[src/rtl/seg7_bcd_counter.sv]
// N-digit BCD up/down counter with a time-multiplexed common-segment
// 7-segment display driver (active-low one-hot digit select).
module seg7_bcd_counter #(
  parameter int unsigned DIGITS    = 4,
  parameter int unsigned TICK_WAIT = 27_000_000,
  parameter int unsigned SCAN_WAIT = 27_000,
  parameter bit          BLANK_LZ  = 1'b0
) (
  input  logic                  i_clk,
  input  logic                  w_rst,
  input  logic                  i_run,
  input  logic                  i_up,
  input  logic                  i_clr,
  input  logic                  i_load,
  input  logic [4*DIGITS-1:0]   i_load_val,
  output logic [4*DIGITS-1:0]   o_bcd,
  output logic                  o_wrap,
  output logic [7:0]            o_seg,
  output logic [DIGITS-1:0]     o_dig
);

  localparam int unsigned BW = 4 * DIGITS;
  localparam int unsigned PW = (TICK_WAIT > 1) ? $clog2(TICK_WAIT) : 1;
  localparam int unsigned SW = (SCAN_WAIT > 1) ? $clog2(SCAN_WAIT) : 1;
  localparam int unsigned IW = (DIGITS > 1) ? $clog2(DIGITS) : 1;

  localparam logic [PW-1:0] PRESC_LAST = PW'(TICK_WAIT - 1);
  localparam logic [SW-1:0] SCAN_LAST  = SW'(SCAN_WAIT - 1);
  localparam logic [IW-1:0] IDX_LAST   = IW'(DIGITS - 1);

  logic [PW-1:0] presc;
  logic [SW-1:0] scan_cnt;
  logic [IW-1:0] idx;

  logic [BW-1:0] step_bcd;
  logic [BW-1:0] load_sat;
  logic          carry;
  logic [3:0]    cur_nib;
  logic [3:0]    cur_digit;
  logic          upper_zero;
  logic          blank;
  logic          step;

  // Segment pattern {a,b,c,d,e,f,g,dp} for one BCD digit.
  function automatic logic [7:0] seg_pat(input logic [3:0] d);
    case (d)
      4'd0:    seg_pat = 8'b1111_1100;
      4'd1:    seg_pat = 8'b0110_0000;
      4'd2:    seg_pat = 8'b1101_1010;
      4'd3:    seg_pat = 8'b1111_0010;
      4'd4:    seg_pat = 8'b0110_0110;
      4'd5:    seg_pat = 8'b1011_0110;
      4'd6:    seg_pat = 8'b1011_1110;
      4'd7:    seg_pat = 8'b1110_0000;
      4'd8:    seg_pat = 8'b1111_1110;
      4'd9:    seg_pat = 8'b1111_0110;
      default: seg_pat = 8'b0000_0000;
    endcase
  endfunction

  assign step = i_run && (presc == PRESC_LAST);

  // Next count for one step: decimal carry/borrow ripple from the units digit.
  always_comb begin
    step_bcd = o_bcd;
    carry    = 1'b1;
    cur_nib  = 4'd0;
    for (int k = 0; k < DIGITS; k++) begin
      cur_nib = o_bcd[4*k +: 4];
      if (carry) begin
        if (i_up) begin
          if (cur_nib >= 4'd9) begin
            step_bcd[4*k +: 4] = 4'd0;
          end else begin
            step_bcd[4*k +: 4] = cur_nib + 4'd1;
            carry              = 1'b0;
          end
        end else begin
          if (cur_nib == 4'd0) begin
            step_bcd[4*k +: 4] = 4'd9;
          end else begin
            step_bcd[4*k +: 4] = cur_nib - 4'd1;
            carry              = 1'b0;
          end
        end
      end
    end
  end

  // Load value with out-of-range nibbles saturated to 9.
  always_comb begin
    load_sat = '0;
    for (int k = 0; k < DIGITS; k++) begin
      load_sat[4*k +: 4] = (i_load_val[4*k +: 4] > 4'd9) ? 4'd9 : i_load_val[4*k +: 4];
    end
  end

  // Count register, prescaler and wrap pulse; clear beats load beats step.
  always_ff @(posedge i_clk or posedge w_rst) begin
    if (w_rst) begin
      presc  <= '0;
      o_bcd  <= '0;
      o_wrap <= 1'b0;
    end else begin
      o_wrap <= 1'b0;
      if (i_clr) begin
        presc <= '0;
        o_bcd <= '0;
      end else if (i_load) begin
        presc <= '0;
        o_bcd <= load_sat;
      end else if (step) begin
        presc  <= '0;
        o_bcd  <= step_bcd;
        o_wrap <= carry;
      end else if (i_run) begin
        presc <= presc + PW'(1);
      end
    end
  end

  // Free-running scan timer and digit index.
  always_ff @(posedge i_clk or posedge w_rst) begin
    if (w_rst) begin
      scan_cnt <= '0;
      idx      <= '0;
    end else if (scan_cnt == SCAN_LAST) begin
      scan_cnt <= '0;
      idx      <= (idx == IDX_LAST) ? '0 : idx + IW'(1);
    end else begin
      scan_cnt <= scan_cnt + SW'(1);
    end
  end

  // Select the scanned digit and decide whether it is a blanked leading zero.
  always_comb begin
    cur_digit  = 4'd0;
    upper_zero = 1'b1;
    for (int k = 0; k < DIGITS; k++) begin
      if (IW'(k) == idx) begin
        cur_digit = o_bcd[4*k +: 4];
      end
      if ((k >= int'(idx)) && (o_bcd[4*k +: 4] != 4'd0)) begin
        upper_zero = 1'b0;
      end
    end
    blank = BLANK_LZ && (idx != '0) && upper_zero;
  end

  // Segment and digit lines registered together so they switch on the same edge.
  always_ff @(posedge i_clk or posedge w_rst) begin
    if (w_rst) begin
      o_seg <= seg_pat(4'd0);
      o_dig <= ~DIGITS'(1);
    end else begin
      o_seg <= blank ? 8'b0000_0000 : seg_pat(cur_digit);
      o_dig <= ~(DIGITS'(1) << idx);
    end
  end

endmodule

[config.mk]
export PLATFORM = sky130hd
export DESIGN_NAME = seg7_bcd_counter
export DESIGN_NICKNAME = d
export VERILOG_FILES = /design/src/rtl/seg7_bcd_counter.sv
export SDC_FILE = /design/constraint.sdc
export NUM_CORES = 1
export LEC_CHECK = 0
export BUFFER_PORTS_ARGS = -buffer_cell sky130_fd_sc_hd__buf_2
export CORE_ASPECT_RATIO = 0.8
export CORE_MARGIN = 5
export CORE_UTILIZATION = 40
export CTS_BUF_LIST = sky130_fd_sc_hd__clkbuf_8
export DETAILED_ROUTE_END_ITERATION = 8
export GPL_ROUTABILITY_DRIVEN = 1
export MAX_ROUTING_LAYER = met4
export PLACE_DENSITY = 0.66
export SLEW_MARGIN = 25
export SYNTH_ARGS = -nofsm -noshare
export SYNTH_HDL_FRONTEND = slang
export SYNTH_SLANG_ARGS = --single-unit
[constraint.sdc]
create_clock -name i_clk -period 3 [get_ports i_clk]
set_input_delay 0.3 -clock i_clk [delete_from_list [all_inputs] [get_ports i_clk]]
set_output_delay 0.3 -clock i_clk [all_outputs]
set_load 0.03 [all_outputs]
; ---- Yosys cells after proc, flatten, opt, wreduce, memory -nomap -nowiden
; Memory sizes are Yosys's and may differ from the RTL's. A register that Yosys moved wholly into a read port is not among the register bits.
; Cells that the tools add are included.
[classes]
addsub = 11
mul = 0
n_div = 0
magnitude_cmp = 8
n_eq_ne = 6
shift = 1
mux = 50
bitwise_logic = 1
n_reduce_logical = 14
[op_table]
columns = operator, count
row1 = 25-bit 2-to-1 mux, 4
row2 = 4-bit 2-to-1 mux, 23
row3 = 16-bit 2-to-1 mux, 3
row4 = 25-bit by 1-bit adder with 25-bit output (second input constant), 1
row5 = 25-bit == test (second input constant), 1
row6 = 1-bit 2-to-1 mux, 18
row7 = 4-bit by 1-bit adder with 4-bit output (second input constant), 4
row8 = 4-bit >= comparator (second input constant), 4
row9 = 4-bit greater-than comparator (second input constant), 4
row10 = 4-bit zero test, 4
row11 = 4-bit by 1-bit subtractor with 4-bit output (second input constant), 4
row12 = 15-bit by 1-bit adder with 15-bit output (second input constant), 1
row13 = 15-bit == test (second input constant), 1
row14 = 15-bit 2-to-1 mux, 1
row15 = 3-bit nonzero test, 4
row16 = 2-bit AND reduction, 3
row17 = 2-bit == test (first input constant), 2
row18 = 4-bit inverter, 1
row19 = 4-bit nonzero test, 1
row20 = 1-bit by 2-bit left shift with 4-bit output (first input constant), 1
row21 = 2-bit by 1-bit adder with 2-bit output (second input constant), 1
row22 = 1-bit by 2-bit == test with 1-bit output (first input constant), 1
row23 = 2-bit == test (second input constant), 1
row24 = 2-bit zero test, 1
row25 = other kinds (2), 2
[totals]
regBits = 71
latch_bits = 0
ram_bits = 0
mem_bits_ro = 112
in_bits = 22
output_inout_bits = 29
wordCells = 102
memories = 1
[memory_table]
columns = memory, words, word_bits, read_ports, rd_clocked_by_memory_dff, wr, line_no
row1 = (no name shown), 16, 7, 1, 1, 0, 46  ; case (d)

; ---- Longest topological paths before layout
[depth]
depth_word = 9
mapped_depth = 11
depth_no_buf = 10

; ---- Worst setup path after synthesis
; Ideal clock, no wire load.
[synth_path]
kind = reg-to-reg
startpoint = register o_bcd[0]
endpoint = register o_bcd[10]
setup_time_ns = 0.122
arrival_ns = 2.400
required_time_ns = 2.878
slack_ns = 0.479
stages_incl_launch_ff = 8
n_path_buf = 0
synth_period_minus_slack_ns = 2.521
cell_sequence = dfrtp_1 inv_1 ha_1 or3b_2 a31oi_4 and4bb_2 nand2b_1 a32o_1
[synth_between]
elab_chain_len = 6
elab_cells_between_ends = 8
cone_classes = order compare: 1 / mux: 4 / reduce/logical: 3
[synth_rtl]
columns = element, line_no
row1 = from (decl), 16  ; output logic [4*DIGITS-1:0] o_bcd,
row2 = from (signal assigned), 111  ; o_bcd <= load_sat;
row3 = from (signal assigned), 114  ; o_bcd <= step_bcd;
row4 = 4-bit >= comparator or 4-bit zero test (tied branches), "72, 79"
row5 = "1-bit 2-to-1 mux, on equally long branches", "72, 79"
row6 = 1-bit 2-to-1 mux *, 71  ; if (i_up) begin
row7 = 1-bit 2-to-1 mux *, 70  ; if (carry) begin
row8 = 3-bit nonzero test (no line) *, --
row9 = 2-bit AND reduction (no line) *, --
; Every way passes the cells marked *; elsewhere a longest branch is shown, timed or not.
; A chain may end at the register's enable or synchronous reset.

; ---- Worst setup path in the final report
; Same ends and word-level chain as after synthesis.

==> results.py <==
metrics = {
    "logic_synthesis": {
        "syn-cell-area_sq_mm": 0.00461,
        "synth_async_sr_flop_share_pct": 100,
        "avgSynthCellArea_sq_um": 9.27,
        "syn-num-nets": 544,
        "yosysWarnings": 0,
        "ys_ff_latch": 70,
        "synth_cell_types": 78,
        "ys_seq_area_share_pct": 38.3,
        "syn_inst": 497,
        "synth_enable_flop_cells": 0,
        "synth_ff_type": "dfrtp_1",
    },
    "route": {
        "ant_nets": 0,
        "drc": 0,
        "first_pass_iters": 5,
        "drt-total-wl_mm": 11.7,
        "drt_iter0_drc": 291,
        "vias": 3965,
        "wl_per_cell_um": 16.7,
        "via_per_inst": 5.66,
    },
    "finish": {
        "nets": 593,
        "n_fill_cell": 1111,
        "seqCellArea_sq_mm": 0.00176,
        "multi_input_area_sq_mm": 0.00260,
        "area_delta_synth_final_pct": 12.2,
        "final_layout_size_suffix_gt1_share_pct": 18.9,
    },
    "die": {
        "core_area_sq_mm": 0.0114,
        "die_y_um": 106,
        "fp.dieW_um": 130,
        "fp-row-count": 35,
        "io_pins": 51,
        "start_util_pct": 40.5,
        "dieArea_sq_mm": 0.0138,
    },
    "critical_path": {
        "worst_ep_arrival_time_ns": 2.94,
        "cp.required_ns": 3.24,
        "cp_max_fo": 8,
        "slowest_delay_ns": 0.53,
        "critPathSlowestCell": "or3b_2",
        "end_kind": "flip-flop",
        "worst_setup_path_start_kind": "flip-flop",
        "cp_cell_sequence": "inv_1 -> ha_1 -> or3b_2 -> a31oi_4 -> and4bb_2 -> nand2b_1 -> a32o_1",
        "critical_path_class": "reg2reg",
    },
    "global_route": {
        "grt_max_degree": 71,
        "antenna_found_initial": 0,
        "grt_pass1_vias": 3752,
        "grt_usage_pct": 17.8,
        "gr-usage-met2_pct": 25.5,
        "grt.met1_usage_pct": 25.5,
        "globalRouteOverflowTotal": 0,
        "top_usage_layer": "met1",
        "grt_pass1_wl_mm": 19.3,
        "grt_util_met3_pct": 4.62,
    },
    "clock_network": {
        "clk_path_buf_depth": 2,
        "clock-sinks": 70,
        "htree_levels": 3,
        "insertion_delay_ns": 0.35,
        "cts_resized": 0,
        "tritoncts": "done",
        "clkTransAtPathRegs_ns": 0.08,
        "cts-buffers-inserted": 9,
        "cts_root_buf": "clkbuf_8",
        "holdBufCountCts": 0,
        "post_cts_buffers": 0,
    },
    "sta": {
        "skew_ns": 0.0116,
        "period_share_pct": 89.9,
        "period_minus_slack_ns": 2.70,
        "slew_violations": 0,
        "hold_violations": 0,
        "setup_viol": 0,
        "relSlewSlack_pct": 39.6,
        "fmax_ghz": 0.371,
        "timing.setup.tns_ns": 0,
        "tightestPinTransition_ns": 0.906,
        "rsz0062_at_grt": "false",
    },
    "power_and_ir_drop": {
        "p_total_uw": 2200,
        "leakage_uw": 0.00224,
        "ir_drop_v": 0.000181,
        "power.density_mw_per_mm2": 426,
    },
    "outcome": {
        "status": "complete, no violations",
    },
    "placement": {
        "gp_congestion": 0.959,
        "port_buffers": 49,
        "post-dp-hpwl_mm": 8.52,
    },
    "flow_run": {
        "drv_cap": 0,
    },
    "worst_hold_path": {
        "hold_path.class": "in2async",
    },
}
[cell usage after synthesis, types with 2 or more instances]
library cell	instances	share of area, %
and3b_1	2	0.38
and3_1	3	0.41
nand4b_1	5	0.95
clkbuf_1	11	0.90
a41oi_1	2	0.38
dfrtp_1	61	33
or3_1	5	0.68
a22oi_1	4	0.65
nor2b_1	4	0.54
a31o_2	2	0.38
a211oi_1	2	0.33
o21bai_1	2	0.33
xnor2_1	14	2.7
clkbuf_8	4	1.2
nand3_1	23	2.5
a21o_1	7	1.1
or3b_2	3	0.57
inv_1	27	2.2
a32o_1	2	0.43
mux2i_1	11	2.4
nand2b_1	7	0.95
xor2_1	19	3.6
o41ai_1	2	0.38
clkinv_1	3	0.24
nand3b_1	8	1.3
a311o_1	2	0.43
o21ai_0	24	2.6
nor4_1	6	0.81
ha_1	25	6.8
dfstp_2	9	5.1
nor3_1	13	1.4
a311oi_1	4	0.76
nand4_1	16	2.2
nor4b_1	3	0.57
a21oi_1	33	3.6
o311ai_0	4	0.76
buf_2	3	0.33
o311a_1	2	0.43
a31oi_1	4	0.54
nor2_1	45	3.7
or3b_1	2	0.38
nand2_1	33	2.7
[critical path, delay by kind of cell (launching register included)]
kind | cells | cell delay [ns]
compound gates | 2 | 0.55
fa+ha+maj | 1 | 0.29
buf+inv | 1 | 0.17
flops | 1 | 0.48
simple gates | 3 | 1.10
[power breakdown]
part | switching (uW) | total (uW) | internal [uW]
clock | 368 | 748 | 379
combinational | 272 | 428 | 156
sequential | 49.3 | 1030 | 980
[flip-flops by register name (all words and copies together), names as in the netlist]
signal / flops
presc: 25
o_bcd: 16
scan_cnt: 15
o_seg: 7
o_dig: 4
idx: 2
o_wrap: 1
[layer usage]
layer / up-vias / wire [um]
met2: 119 / 5250
met4: 0 / 100
met5: - / 0
met3: 11 / 820
li1: 1913 / -
met1: 1922 / 5490
[final cells by class]
type                            count  area share (%)
Antenna cell                        1          0.0484
Inverter                           30            2.18
Timing Repair Buffer               59            6.19
Tap cell                          148            3.58
Clock inverter                      7            1.31
Multi-Input combinational cell    376            50.2
Clock buffer                        9            2.40
Sequential cell                    70            34.1
[cell usage in the layout (no fill, tap or decap), drive strengths merged, types with 16 or more instances in the layout]
| cell type | n |
|---|---|
| dfrtp | 61 |
| buf | 59 |
| nor2 | 45 |
| nand2 | 33 |
| a21oi | 33 |
| inv | 29 |
| ha | 25 |
| o21ai | 25 |
| nand3 | 23 |
| xor2 | 19 |
| nand4 | 16 |
[through the flow]
step	hold WS [ns]	util [%]	cell area (sq um)	setup WS, ns	std cells
floorplan	0.433	-	4610	0.479	497
global placement	0.472	43.7	4980	0.513	683
detailed placement	0.474	43.7	4980	0.343	683
CTS	0.204	45.4	5170	0.328	699
global route	0.211	45.4	5170	0.197	699
finish	0.216	45.4	5170	0.303	700
[kinds of logic after synthesis]
logic type	after synthesis	share of synthesized area [%]
AOI/OAI and AO/OA	112	16.6
xor gates and xnor gates	33	6.27
adders and majority gates	25	6.79
buffers and inverters	51	5.38
DFF	70	38.3
muxes	13	3.12
other	1	0.0814
and+or+nand+nor	192	23.5
[final timing paths]
kind / from / endpoint / slack, ns / cells past startpoint
max: o_bcd[0]$_DFFE_PP0P_ / o_bcd[10]$_DFFE_PP0P_ / 0.30 / 7
min: w_rst / presc[12]$_DFFE_PP0P_ / 0.22 / 3
max reg2reg: o_bcd[0]$_DFFE_PP0P_ / o_bcd[10]$_DFFE_PP0P_ / 0.30 / 7
min reg2reg: scan_cnt[0]$_DFF_PP0_ / scan_cnt[0]$_DFF_PP0_ / 0.48 / 1
max in group asynchronous: w_rst / idx[1]$_DFFE_PP0N_ / 2.18 / 3
min in group i_clk: i_load_val[1] / o_bcd[1]$_DFFE_PP0P_ / 0.22 / 3
Power figures use the tool's default switching activity.
